## config.mk

```make
export PLATFORM = sky130hd
export DESIGN_NAME = alu_issue_seq
export DESIGN_NICKNAME = d
export VERILOG_FILES = /design/src/rtl/alu_seq_pkg.sv /design/src/rtl/alu_issue_seq_fifo.sv /design/src/rtl/alu_issue_seq.sv
export SDC_FILE = /design/constraint.sdc
export NUM_CORES = 1
export LEC_CHECK = 0
export BUFFER_PORTS_ARGS = -buffer_cell sky130_fd_sc_hd__buf_2
export CAP_MARGIN = 0
export CORE_ASPECT_RATIO = 0.7
export CORE_MARGIN = 8
export CORE_UTILIZATION = 50
export CTS_CLUSTER_DIAMETER = 60
export DETAILED_ROUTE_END_ITERATION = 6
export HOLD_SLACK_MARGIN = 0.12
export PLACE_DENSITY = 0.71
export REMOVE_ABC_BUFFERS = 1
export SETUP_SLACK_MARGIN = 0.4
export SLEW_MARGIN = 10
export SYNTH_ARGS = -nofsm -noshare
export SYNTH_HDL_FRONTEND = slang
export SYNTH_SLANG_ARGS = --single-unit
```

## constraint.sdc

```tcl
create_clock -name clk -period 2.5 [get_ports clk]
set_input_delay 0.375 -clock clk [delete_from_list [all_inputs] [get_ports clk]]
set_output_delay 0.375 -clock clk [all_outputs]
set_load 0.05 [all_outputs]
```

## src/rtl/alu_seq_pkg.sv

```systemverilog
// Shared definitions for the ALU issue sequencer: instruction layout, FSM states,
// flag indices and the opcode set understood by the downstream ALU.
package alu_seq_pkg;

  localparam int INSTR_W = 16;

  localparam int OP_HI   = 15;
  localparam int OP_LO   = 13;
  localparam int WE_BIT  = 12;
  localparam int ADDR_HI = 11;
  localparam int ADDR_LO = 8;
  localparam int A_HI    = 7;
  localparam int A_LO    = 4;
  localparam int B_HI    = 3;
  localparam int B_LO    = 0;

  typedef enum logic [1:0] {
    IDLE  = 2'd0,
    ISSUE = 2'd1,
    WAIT  = 2'd2,
    RESP  = 2'd3
  } state_t;

  localparam int FLAG_ZERO  = 0;
  localparam int FLAG_CARRY = 1;
  localparam int FLAG_NEG   = 2;

  localparam logic [2:0] OP_ADD  = 3'd0;
  localparam logic [2:0] OP_SUB  = 3'd1;
  localparam logic [2:0] OP_AND  = 3'd2;
  localparam logic [2:0] OP_OR   = 3'd3;
  localparam logic [2:0] OP_XOR  = 3'd4;
  localparam logic [2:0] OP_SHL  = 3'd5;
  localparam logic [2:0] OP_SHR  = 3'd6;
  localparam logic [2:0] OP_PASS = 3'd7;

  function automatic logic is_write(input logic [INSTR_W-1:0] instr);
    return instr[WE_BIT];
  endfunction

endpackage

```

## src/rtl/alu_issue_seq_fifo.sv

```systemverilog
// seq_fifo: DEPTH x 16 synchronous instruction FIFO with show-ahead head word,
// full/empty flags and synchronous active-low reset.
module seq_fifo
  import alu_seq_pkg::*;
#(
  parameter int DEPTH = 4
) (
  input  logic               clk,
  input  logic               rst,
  input  logic               push,
  input  logic               pop,
  input  logic [INSTR_W-1:0] wdata,
  output logic [INSTR_W-1:0] rdata,
  output logic               full,
  output logic               empty
);

  localparam int AW = $clog2(DEPTH);
  localparam logic [AW:0] FULL_CNT = (AW+1)'(DEPTH);

  logic [INSTR_W-1:0] mem [DEPTH];
  logic [AW-1:0]      wr_ptr_reg;
  logic [AW-1:0]      rd_ptr_reg;
  logic [AW:0]        count_reg;
  logic               do_push;
  logic               do_pop;

  // full/empty come from the registered count, so a same-cycle pop never frees room
  assign full    = (count_reg == FULL_CNT);
  assign empty   = (count_reg == '0);
  assign do_push = push && !full;
  assign do_pop  = pop && !empty;
  assign rdata   = mem[rd_ptr_reg];

  always_ff @(posedge clk) begin
    if (do_push) begin
      mem[wr_ptr_reg] <= wdata;
    end
  end

  always_ff @(posedge clk) begin
    if (!rst) begin
      wr_ptr_reg <= '0;
      rd_ptr_reg <= '0;
      count_reg  <= '0;
    end else begin
      if (do_push) begin
        wr_ptr_reg <= wr_ptr_reg + AW'(1);
      end
      if (do_pop) begin
        rd_ptr_reg <= rd_ptr_reg + AW'(1);
      end
      case ({do_push, do_pop})
        2'b10:   count_reg <= count_reg + (AW+1)'(1);
        2'b01:   count_reg <= count_reg - (AW+1)'(1);
        default: count_reg <= count_reg;
      endcase
    end
  end

endmodule

```

## src/rtl/alu_issue_seq.sv

```systemverilog
// Issue sequencer feeding the 4-bit ALU/register-file stage, one instruction in flight.
// Optional feature macro: ALU_SEQ_STICKY_FLAGS_EN (sticky_clr input, sticky_flags output).
module alu_issue_seq
  import alu_seq_pkg::*;
#(
  parameter int DEPTH    = 4,
  parameter int RESP_LAT = 1
) (
  input  logic        clk,
  input  logic        rst,
  input  logic        in_valid,
  output logic        in_ready,
  input  logic [15:0] in_instr,
  output logic [3:0]  alu_a,
  output logic [3:0]  alu_b,
  output logic [2:0]  alu_opcode,
  output logic [3:0]  alu_addr,
  output logic        alu_write_en,
  input  logic [3:0]  alu_result,
  input  logic [3:0]  alu_mem_out,
  input  logic        alu_zero,
  input  logic        alu_carry,
  input  logic        alu_neg,
  output logic        resp_valid,
  input  logic        resp_ready,
  output logic [3:0]  resp_data,
  output logic [2:0]  resp_flags,
  output logic        resp_kind,
`ifdef ALU_SEQ_STICKY_FLAGS_EN
  input  logic        sticky_clr,
  output logic [2:0]  sticky_flags,
`endif
  output logic        busy
);

  localparam int WCW = (RESP_LAT > 1) ? $clog2(RESP_LAT) : 1;

  state_t         state_reg, state_next;
  logic           pop;
  logic           capture;
  logic           full;
  logic           empty;
  logic [15:0]    head;
  logic [2:0]     alu_flags;
  logic [WCW-1:0] wait_cnt_reg;

  logic [3:0] alu_a_reg, alu_b_reg, alu_addr_reg;
  logic [2:0] alu_opcode_reg;
  logic       write_en_reg;
  logic       cur_we_reg;
  logic       resp_valid_reg;
  logic [3:0] resp_data_reg;
  logic [2:0] resp_flags_reg;
  logic       resp_kind_reg;

  assign in_ready = !full && rst;

  seq_fifo #(.DEPTH(DEPTH)) u_fifo (
    .clk   (clk),
    .rst   (rst),
    .push  (in_valid && in_ready),
    .pop   (pop),
    .wdata (in_instr),
    .rdata (head),
    .full  (full),
    .empty (empty)
  );

  assign alu_flags[FLAG_ZERO]  = alu_zero;
  assign alu_flags[FLAG_CARRY] = alu_carry;
  assign alu_flags[FLAG_NEG]   = alu_neg;

  always_ff @(posedge clk) begin
    if (!rst) begin
      state_reg <= IDLE;
    end else begin
      state_reg <= state_next;
    end
  end

  always_comb begin
    state_next = state_reg;
    pop        = 1'b0;
    capture    = 1'b0;
    case (state_reg)
      IDLE: begin
        if (!empty) begin
          pop        = 1'b1;
          state_next = ISSUE;
        end
      end
      ISSUE: state_next = WAIT;
      WAIT: begin
        if (wait_cnt_reg == WCW'(RESP_LAT - 1)) begin
          capture    = 1'b1;
          state_next = RESP;
        end
      end
      RESP: begin
        if (resp_valid_reg && resp_ready) begin
          state_next = IDLE;
        end
      end
      default: state_next = IDLE;
    endcase
  end

  // ALU drive registers load only on pop, so they hold through capture and beyond
  always_ff @(posedge clk) begin
    if (!rst) begin
      alu_a_reg      <= '0;
      alu_b_reg      <= '0;
      alu_opcode_reg <= '0;
      alu_addr_reg   <= '0;
      write_en_reg   <= 1'b0;
      cur_we_reg     <= 1'b0;
      wait_cnt_reg   <= '0;
      resp_valid_reg <= 1'b0;
      resp_data_reg  <= '0;
      resp_flags_reg <= '0;
      resp_kind_reg  <= 1'b0;
    end else begin
      write_en_reg <= pop && is_write(head);
      if (pop) begin
        alu_a_reg      <= head[A_HI:A_LO];
        alu_b_reg      <= head[B_HI:B_LO];
        alu_opcode_reg <= head[OP_HI:OP_LO];
        alu_addr_reg   <= head[ADDR_HI:ADDR_LO];
        cur_we_reg     <= is_write(head);
      end
      if (state_reg == ISSUE) begin
        wait_cnt_reg <= '0;
      end else if (state_reg == WAIT) begin
        wait_cnt_reg <= wait_cnt_reg + WCW'(1);
      end
      if (capture) begin
        resp_valid_reg <= 1'b1;
        if (cur_we_reg) begin
          resp_data_reg  <= alu_result;
          resp_flags_reg <= alu_flags;
          resp_kind_reg  <= 1'b0;
        end else begin
          resp_data_reg  <= alu_mem_out;
          resp_flags_reg <= '0;
          resp_kind_reg  <= 1'b1;
        end
      end else if (resp_valid_reg && resp_ready) begin
        resp_valid_reg <= 1'b0;
      end
    end
  end

`ifdef ALU_SEQ_STICKY_FLAGS_EN
  logic [2:0] sticky_reg;

  // clear takes priority over a flag set captured on the same edge
  always_ff @(posedge clk) begin
    if (!rst) begin
      sticky_reg <= '0;
    end else if (sticky_clr) begin
      sticky_reg <= '0;
    end else if (capture && cur_we_reg) begin
      sticky_reg <= sticky_reg | alu_flags;
    end
  end

  assign sticky_flags = sticky_reg;
`endif

  assign alu_a        = alu_a_reg;
  assign alu_b        = alu_b_reg;
  assign alu_opcode   = alu_opcode_reg;
  assign alu_addr     = alu_addr_reg;
  assign alu_write_en = write_en_reg;
  assign resp_valid   = resp_valid_reg;
  assign resp_data    = resp_data_reg;
  assign resp_flags   = resp_flags_reg;
  assign resp_kind    = resp_kind_reg;
  assign busy         = !empty || (state_reg != IDLE);

endmodule

```

==> impl_metrics.tcl, run 1 <==
set metrics [dict create \
    p_leak_nw 1.71 \
    clock_path_buffers 2 \
    async_flop_share_pct 0 \
    grt_usage_pct 12.5 \
    cts.sinks 102 \
    synth_seq_cells 102 \
    die_w_um 121 \
    start_kind "flip-flop" \
    max_cap_viol_count 0 \
    min_period_ns 2.02 \
    final_max_slew_viol_count 0 \
    drive_above_1_share_pct 37.5 \
    grt_pass1_vias 2069 \
    remaining_drc_errors 0 \
    htreeDepth 3 \
    setup_slack_ns 0.483 \
    synth_edf_count 64 \
    tightest_slew_ns 0.783 \
    antenna_left 0 \
    dieArea_sq_um 10900 \
    cts_root_buf "clkbuf_8" \
    critical_path.max_fanout 6 \
    fillers 602 \
    io_buffers 57 \
    routed_via_density 5.05 \
    clock_latency_ns 0.36 \
    syn_area_sq_um 3880 \
    max_freq_mhz 496 \
    syn_inst 233 \
    max-vdd-ir-drop_mv 0.582 \
    synth_top_area_share_pct 49.5 \
    yosys-top-cells-count "edfxtp_1 (64), dfxtp_1 (38), a22o_1 (16), mux4_2 (16), nor2_1 (11)" \
    wl_per_cell_um 16.6 \
    ys_seq_area_share_pct 69.1 \
    totalWireLength_um 6790 \
    setup_tns_ns 0 \
    drt-initial-drc-count 105 \
    crit_arrival_ns 2.31 \
    gp_congestion 0.685 \
    first_pass_iters 4 \
    ys.flop_type "edfxtp_1" \
    vias 2071 \
    core_area_sq_um 7700 \
    rows 27 \
    worst-setup-path-type "reg2reg" \
    ys_warn_count 0 \
    grt_overflow 0 \
    synth.avg_cell_area_sq_um 16.7 \
    largest_reg_flops 64 \
    yosysMostFrequentCell "edfxtp_1" \
    ys_types 33 \
    powerDensity_nw_per_um2 1180 \
    yosysTopAreaCell "edfxtp_1" \
    hold_viol 0 \
    rsz0062_at_grt "false" \
    dpl.hpwl_um 4470 \
    grt_pass1_wl_um 10600 \
    period_share_pct 80.7 \
    top_register "u_fifo.mem" \
    grt_start_max_net_pins 19 \
    start_util_pct 50.4 \
    max_slew_margin_pct 47.8 \
    cp.required_ns 2.80 \
    num_io_pins 58 \
    diodes 0 \
    chipHeight_um 89.7 \
    end_kind "flip-flop" \
    status "complete, no violations" \
    antenna_found_initial 0 \
    hp-class "in2reg" \
    setup_viol 0 \
    nets 346 \
    cts_buffers 9 \
    ys_top_cells_by_area "edfxtp_1 (50%), dfxtp_1 (20%), mux4_2 (9.3%)" \
    cts_tree "done" \
    finClkSkew_ns 0.00957 \
    place_ws_ns 0.249 \
    areaGrowthSynthToFinish_pct 17.6 \
    path_clk_slew_ns 0.10 \
]
-- through the flow --
stage | cell area, sq um | cells | power [mW] | hold slack (ns) | utilization, %
6_report | 4560 | 410 | 5.37 | 0.225 | 59.3
5_1_grt | 4560 | 410 | 5.65 | 0.211 | 59.3
4_1_cts | 4520 | 406 | 5.33 | 0.212 | 58.7
3_5_place_dp | 4310 | 390 | 4.30 | 0.448 | 55.9
3_3_place_gp | 4310 | 390 | 4.26 | 0.441 | 55.9
2_1_floorplan | 3810 | 222 | 3.78 | 0.468 | -
-- power breakdown --
group	leakage [nW]	internal, mW	total [mW]	switching (mW)
combinational	0.725	0.811	2.07	1.26
clock	0.0930	0.432	0.996	0.564
sequential	0.893	2.10	2.30	0.204
total	1.71	3.34	5.37	2.03
-- area by class of cell --
class                           instances  area [sq um]  share of cell area (%)
Clock buffer                           11           153                    3.34
Multi-Input combinational cell        111          1120                    24.5
Sequential cell                       102          2690                    59.0
Inverter                                9          33.8                   0.740
Timing Repair Buffer                   71           403                    8.83
Tap cell                              101           126                    2.77
Clock inverter                          5          40.0                   0.877
-- kinds of logic (layout without fill, tap and decap cells) --
group,Yosys count,in the layout,synth area share [%]
fa+ha+maj,11,11,3.74
xor+xnor,5,5,1.13
mux,25,25,11.6
compound gates,34,34,7.29
simple gates,36,36,4.35
flops,102,102,69.1
buf+inv,20,96,2.74
-- worst max-delay path: stages, from the launching register on --
cell     delay, ns
dfxtp_4       0.38
o31ai_4       0.34
inv_2         0.09
ha_4          0.18
fa_1          0.37
xnor2_1       0.14
or3_1         0.31
a21oi_1       0.14
-- timing repair --
action	4_1_cts	5_1_grt
hold endpoints to repair	0	0
hold buffers	0	0
resized for setup	7	6
endpoints found under the setup margin	1	1
buffers inserted	0	4
pin swaps	0	2
-- final timing paths --
path                                                        from  cells past startpoint                               end  slack, ns
worst max-delay path            u_fifo.count_reg[0]$_SDFFE_PN0P_                      7  u_fifo.count_reg[2]$_SDFFE_PN0P_       0.48
worst min register to register        resp_flags[1]$_SDFFE_PN0P_                      2        resp_flags[1]$_SDFFE_PN0P_       0.46
worst max register to register  u_fifo.count_reg[0]$_SDFFE_PN0P_                      7  u_fifo.count_reg[2]$_SDFFE_PN0P_       0.48
worst min-delay path                                in_instr[14]                      1       u_fifo.mem[0][14]$_DFFE_PP_       0.23
-- routing by layer --
layer  routed length [um]  track usage (%)
met4                   96             4.61
met2                 3180             19.5
met1                 3100             15.6
met5                    0                0
met3                  420             4.62
-- cells in the final DEF (no fill, tap or decap), types with 2 or more instances in the layout --
cell	instances
o21ai_0	2
nand2b_1	2
a21oi_1	6
dfxtp_4	2
ha_1	8
mux2i_1	9
nor2_1	11
buf_4	13
and2_1	6
nand3_1	3
a211oi_1	5
xnor2_1	2
buf_2	57
dfxtp_2	2
inv_2	4
inv_1	5
ha_4	2
nand2_1	9
xor2_1	3
clkbuf_8	9
a22o_1	16
edfxtp_1	64
nor3_1	2
clkinvlp_4	2
dfxtp_1	34
mux4_2	16
(Power assumes the default switching activity.)
==> run 2, diff against run 1 <==
==> constraint.sdc (replaced) <==
create_clock -name clk -period 1.99 [get_ports clk]
set_input_delay 0.2985 -clock clk [delete_from_list [all_inputs] [get_ports clk]]
set_output_delay 0.2985 -clock clk [all_outputs]
set_load 0.05 [all_outputs]
==> run 2 against run 1 <==
Register-to-register slack worse by 0.36 ns. Power increased by 40%. Critical path depth stayed put. Global-route usage increased by 1.7 points. Fmax up 8.3%. Clock power increased by 69%. Combinational power increased by 43%. Critical path type unchanged. Critical endpoint unchanged. Largest power group is now combinational cells.
==> impl_metrics.tcl, run 2 (same netlist as run 1, synthesis figures left out) <==
set metrics [dict create \
    cp_slowest_cell "dfxtp_4" \
    max-vdd-ir-drop_mv 0.841 \
    critical_path.max_stage_delay_ns 0.39 \
    reg2reg_slack_ns 0.13 \
    reg2reg_to "u_fifo.count_reg[2]$_SDFFE_PN0P_" \
    cts.sinks 102 \
    max_freq_mhz 537 \
    power_frac_clock_pct 22.3 \
    remaining_drc_errors 0 \
    dpl.hpwl_um 4680 \
    seqPwrFrac_pct 38.3 \
    max_slew_margin_pct 45.3 \
    start_util_pct 50.4 \
    fin_cells 433 \
    drive_above_1_share_pct 44.6 \
    first_pass_iters 4 \
    powerDensity_nw_per_um2 1510 \
    critical_path.max_fanout 5 \
    nets 369 \
    path_clk_slew_ns 0.09 \
    final_core_utilization_pct 64.7 \
    total_power_mw 7.53 \
    clock_path_buffers 2 \
    routed_via_density 5.09 \
    dp_cells 401 \
    cts_buffers 9 \
    num_io_pins 58 \
    path_delay_family "adder cells" \
    vias 2203 \
    areaGrowthSynthToFinish_pct 28.4 \
    diodes 0 \
    hold_viol 0 \
    switching_share_pct 34.7 \
    tightest_slew_ns 0.820 \
    setup_tns_ns 0 \
    rows 27 \
    power_frac_comb_pct 39.4 \
    start_kind "flip-flop" \
    totalWireLength_um 7530 \
    ctsHoldBuffers 0 \
    largest_reg_flops 64 \
    min_period_ns 1.86 \
    grt_overflow 0 \
    io_buffers 57 \
    mostFrequentLayoutCell "edfxtp_1" \
    rsz0062_at_grt "true" \
    hp-start "in_instr[6]" \
    end_kind "flip-flop" \
    top_register "u_fifo.mem" \
    status "complete, no violations" \
    rr_worst_depth 7 \
    chipHeight_um 89.7 \
    max_cap_viol_count 0 \
    crit_arrival_ns 2.16 \
    holdWs_ns 0.146 \
    grt_start_max_net_pins 19 \
    reg2reg_from "u_fifo.count_reg[2]$_SDFFE_PN0P_" \
    crit_chain "a211oi_2, inv_1, ha_2, fa_2, xnor2_1, or3_1, a21oi_1" \
    antenna_left 0 \
    whs_endpoint "u_fifo.mem[1][6]$_DFFE_PP_" \
    cts_root_buf "clkbuf_8" \
    final_max_slew_viol_count 0 \
    fillers 569 \
    critical_path_buf_inv_count 1 \
    clock_latency_ns 0.37 \
    p_int_mw 4.92 \
    antenna_found_initial 0 \
    die_w_um 121 \
    cts_tree "done" \
    setup_viol 0 \
    grt_pass1_vias 2295 \
    grt_pass1_wl_um 12000 \
    p_sw_mw 2.61 \
    p_leak_nw 1.92 \
    hp-class "in2reg" \
    period_share_pct 93.6 \
    final_cell_mix "edfxtp_1 (64), buf_2 (55), dfxtp_1 (33)" \
    grt_usage_pct 14.3 \
    dieArea_sq_um 10900 \
    cp.required_ns 2.29 \
    finClkSkew_ns 0.00958 \
    core_area_sq_um 7700 \
    worst-setup-path-type "reg2reg" \
    hold_depth 1 \
    wl_per_cell_um 17.4 \
    gp_congestion 0.719 \
    drt-initial-drc-count 124 \
    htreeDepth 3 \
]
## run 2: worst max-delay path by stage
stage,start,endpoint,depth (start not counted)
after global placement,u_fifo.count_reg[0]$_SDFFE_PN0P_,u_fifo.count_reg[2]$_SDFFE_PN0P_,8
final,u_fifo.count_reg[2]$_SDFFE_PN0P_,u_fifo.count_reg[2]$_SDFFE_PN0P_,7
after global routing,u_fifo.count_reg[0]$_SDFFE_PN0P_,u_fifo.count_reg[2]$_SDFFE_PN0P_,8
after detailed placement,u_fifo.count_reg[1]$_SDFFE_PN0P_,u_fifo.count_reg[2]$_SDFFE_PN0P_,8
after floorplan,u_fifo.count_reg[0]$_SDFFE_PN0P_,u_fifo.count_reg[2]$_SDFFE_PN0P_,8
after CTS,u_fifo.count_reg[2]$_SDFFE_PN0P_,u_fifo.count_reg[2]$_SDFFE_PN0P_,7
## run 2: area by class of cell
type                    instances  area (sq um)  area share [%]
well taps                     101           126            2.54
multi-input cells             111          1140            22.9
clock buffers                  10           138            2.76
flip-flops and latches        102          2700            54.1
repair buffers                 94           716            14.4
clock inverters                 6           133            2.66
inverters                       9          33.8           0.678
## run 2: per-layer routing
layer | up-vias | share of wire (%) | global-route usage [%]
met1 | 1072 | 46 | 18.7
met3 | 8 | 5.5 | 4.93
li1 | 1081 | - | -
met2 | 42 | 48 | 21.9
met5 | - | 0 | 0
met4 | 0 | 1.0 | 4.30
## run 2: power by group through the flow
| stage | Clock, mW | Combinational (mW) | Sequential (mW) |
|---|---|---|---|
| 2_1_floorplan | 0 | 1.20 | 3.55 |
| 3_3_place_gp | 0 | 2.63 | 2.87 |
| 3_5_place_dp | 0 | 2.66 | 2.89 |
| 4_1_cts | 1.71 | 2.84 | 2.87 |
| 5_1_grt | 1.79 | 3.18 | 2.93 |
| 6_report | 1.68 | 2.97 | 2.88 |
## run 2: worst register-to-register path, stage by stage (launching register included)
cell,delay [ns]
dfxtp_4,0.39
a211oi_2,0.24
inv_1,0.08
ha_2,0.20
fa_2,0.34
xnor2_1,0.13
or3_1,0.30
a21oi_1,0.12
## run 2: timing repair
item / in CTS / in global routing
setup endpoints to repair: 72 / 87
gates resized for setup: 38 / 12
setup buffers: 7 / 5
cloned: 4 / 0
pin swaps: 9 / 1
endpoints found under the hold margin: 0 / 0
## run 2: stage by stage
stage	cell area (sq um)	worst slack, ns
after floorplan	3810	-0.251
after global placement	4390	0.0159
after detailed placement	4390	-0.0539
after CTS	4890	0.140
after global routing	4980	0.0257
final	4980	0.128
==> run 3, diff against run 2 <==
--- a/config.mk
+++ b/config.mk
@@ -19,4 +19,5 @@
 export SLEW_MARGIN = 10
 export SYNTH_ARGS = -nofsm -noshare
 export SYNTH_HDL_FRONTEND = slang
+export SYNTH_HIERARCHICAL = 1
 export SYNTH_SLANG_ARGS = --single-unit
==> run 3 against run 2 <==
The run now ends with setup timing left. Clock skew down 0.0040 ns. Sequential share of layout area down 3.0 points. Critical path depth up 6. Global-route usage up 0.62 points. Combinational power down 35%. Register-to-register slack worse by 0.39 ns. Fmax down 17%. Count of clock-buffer cells in the layout up 3. Die area up 3.3%. Sequential power down 11%. Core utilization up 2.6 points. Area after synthesis up 3.9%. Critical path type unchanged. Largest power group is now sequential cells.
==> impl_metrics.tcl, run 3 <==
set metrics [dict create \
    max-vdd-ir-drop_mv 0.829 \
    end_kind "flip-flop" \
    crit_arrival_ns 2.36 \
    routed_via_density 5.25 \
    total_power_mw 6.15 \
    critical_path.max_fanout 8 \
    first_pass_iters 4 \
    period_share_pct 113 \
    async_flop_share_pct 0 \
    chipHeight_um 91.1 \
    ys.flop_type "edfxtp_1" \
    areaGrowthSynthToFinish_pct 30.7 \
    ys_types 33 \
    final_cell_mix "edfxtp_1 (64), buf_2 (55), nand2_1 (51)" \
    worst-setup-path-type "reg2reg" \
    crit_chain "nor3b_4, nor2b_1, and2_1, nor2b_4, buf_6, buf_6, buf_6, buf_6, buf_6, buf_6, buf_6, and2_4, buf_12" \
    remaining_drc_errors 0 \
    htreeDepth 3 \
    path_clk_slew_ns 0.07 \
    p_leak_nw 2.05 \
    yosys-top-cells-count "edfxtp_1 (64), nand2_1 (52), dfxtp_1 (38)" \
    violations "setup timing" \
    max_slew_margin_pct 73.3 \
    max_freq_mhz 444 \
    grt_overflow 0 \
    dp_cells 441 \
    totalWireLength_um 8680 \
    fin_cells 479 \
    start_kind "flip-flop" \
    cts.sinks 102 \
    vias 2516 \
    setup_slack_ns -0.264 \
    clock_path_buffers 2 \
    rows 27 \
    finClkSkew_ns 0.00561 \
    ys_top_cells_by_area "edfxtp_1 (48%), dfxtp_1 (19%), mux4_2 (8.9%)" \
    cts_buffers 9 \
    diodes 0 \
    seqPwrFrac_pct 41.8 \
    tightest_slew_ns 0.399 \
    top_register "u_fifo/mem" \
    critical_path_buf_inv_count 8 \
    grt_start_max_net_pins 42 \
    cts_tree "done" \
    synth_edf_count 64 \
    gp_congestion 0.723 \
    rsz0062_at_grt "true" \
    cp_slowest_cell "dfxtp_4" \
    start_util_pct 51.5 \
    powerDensity_nw_per_um2 1170 \
    core_area_sq_um 7840 \
    p_int_mw 4.16 \
    switching_share_pct 32.3 \
    nets 414 \
    cp.required_ns 2.10 \
    final_max_slew_viol_count 0 \
    max_cap_viol_count 0 \
    hp-class "in2reg" \
    syn_inst 272 \
    antenna_found_initial 0 \
    place_ws_ns -0.326 \
    fillers 534 \
    cpMostUsedCell "buf_6" \
    postPlaceCellArea_sq_um 4560 \
    path_delay_family "buffers and inverters" \
    hold_viol 0 \
    ys_warn_count 6 \
    syn_area_sq_um 4030 \
    status "complete, but fails checks" \
    num_io_pins 58 \
    grt_pass1_vias 2460 \
    critical_path.max_stage_delay_ns 0.36 \
    yosysMostFrequentCell "edfxtp_1" \
    min_period_ns 2.25 \
    die_w_um 123 \
    synth_seq_cells 102 \
    dieArea_sq_um 11200 \
    fin_area_sq_um 5270 \
    power_frac_comb_pct 31.3 \
    ys_seq_area_share_pct 66.5 \
    drive_above_1_share_pct 41.8 \
    synth.avg_cell_area_sq_um 14.8 \
    mostFrequentLayoutCell "edfxtp_1" \
    setup_viol 68 \
    dpl.hpwl_um 5060 \
    wl_per_cell_um 18.1 \
    grt_usage_pct 14.9 \
    p_sw_mw 1.98 \
    synth_top_area_share_pct 47.7 \
    yosysTopAreaCell "edfxtp_1" \
    io_buffers 57 \
    largest_reg_flops 64 \
    cts_root_buf "clkbuf_16" \
    clock_latency_ns 0.34 \
    grt_pass1_wl_um 12700 \
    power_frac_clock_pct 26.9 \
    antenna_left 0 \
    drt-initial-drc-count 105 \
]
[run 3: cell types whose count changed after synthesis, moves of 3 or more]
cell	change
a21boi_1	+6
a21oi_1	-6
a22o_1	-16
o21ai_0	+4
a211oi_1	-5
a21boi_0	+15
nand2_1	+43
nor2_1	-11
o211a_1	+5
nor2b_1	+3
[run 3: layer usage]
metal	part of all wire [%]	wire [um]	global-route usage, %
met4	0.98	85	3.40
met2	48	4200	23.3
met1	43	3730	18.8
met5	0	0	0
met3	7.6	662	6.25
[run 3: kinds of logic after synthesis]
family,synth area share [%]
compound gates,6.33
xor+xnor,0.652
fa+ha+maj,3.29
buf+inv,3.38
flops,66.5
mux,10.9
simple gates,8.90
[run 3: cell type report]
class | count | area [sq um] | area share [%]
multi-input combinational | 147 | 1310 | 24.9
sequential | 102 | 2700 | 51.1
tap | 101 | 126 | 2.40
timing repair buffer | 104 | 822 | 15.6
clock inverter | 3 | 18.8 | 0.356
inverter | 9 | 36.3 | 0.688
clock buffer | 13 | 262 | 4.96
[run 3: timing repair]
item / CTS / global route
setup endpoints to repair: 73 / 74
hold buffers: 0 / 0
buffers inserted: 12 / 6
resized for setup: 49 / 19
pin swaps: 12 / 8
gates cloned: 4 / 0
[run 3: path summary, 6_finish.rpt]
path	end	cells past startpoint	slack, ns	startpoint
worst max-delay path	u_fifo/mem[2][2]$_DFFE_PP_	13	-0.26	u_fifo/count_reg[1]$_SDFFE_PN0P_
worst min-delay path	u_fifo/mem[0][6]$_DFFE_PP_	1	0.17	in_instr[6]
worst max register to register	u_fifo/mem[2][2]$_DFFE_PP_	13	-0.26	u_fifo/count_reg[1]$_SDFFE_PN0P_
worst min register to register	alu_opcode[0]$_SDFFE_PN0P_	2	0.46	alu_opcode[0]$_SDFFE_PN0P_
[run 3: per-stage QoR]
stage	hold WS (ns)	TNS, ns	utilization (%)
2_1_floorplan	0.397	-44.36	-
3_3_place_gp	0.439	-0.198	58.1
3_5_place_dp	0.453	-0.358	58.1
4_1_cts	0.159	-11.91	65.6
5_1_grt	0.155	-19.22	67.3
6_report	0.170	-15.57	67.3
[run 3: power groups by stage]
stage / logic [mW] / clock network [mW] / registers (mW)
6_report: 1.92 / 1.65 / 2.57
5_1_grt: 2.05 / 1.76 / 2.59
4_1_cts: 1.74 / 1.69 / 2.56
3_5_place_dp: 1.56 / 0 / 2.60
3_3_place_gp: 1.54 / 0 / 2.59
2_1_floorplan: 0.616 / 0 / 3.01
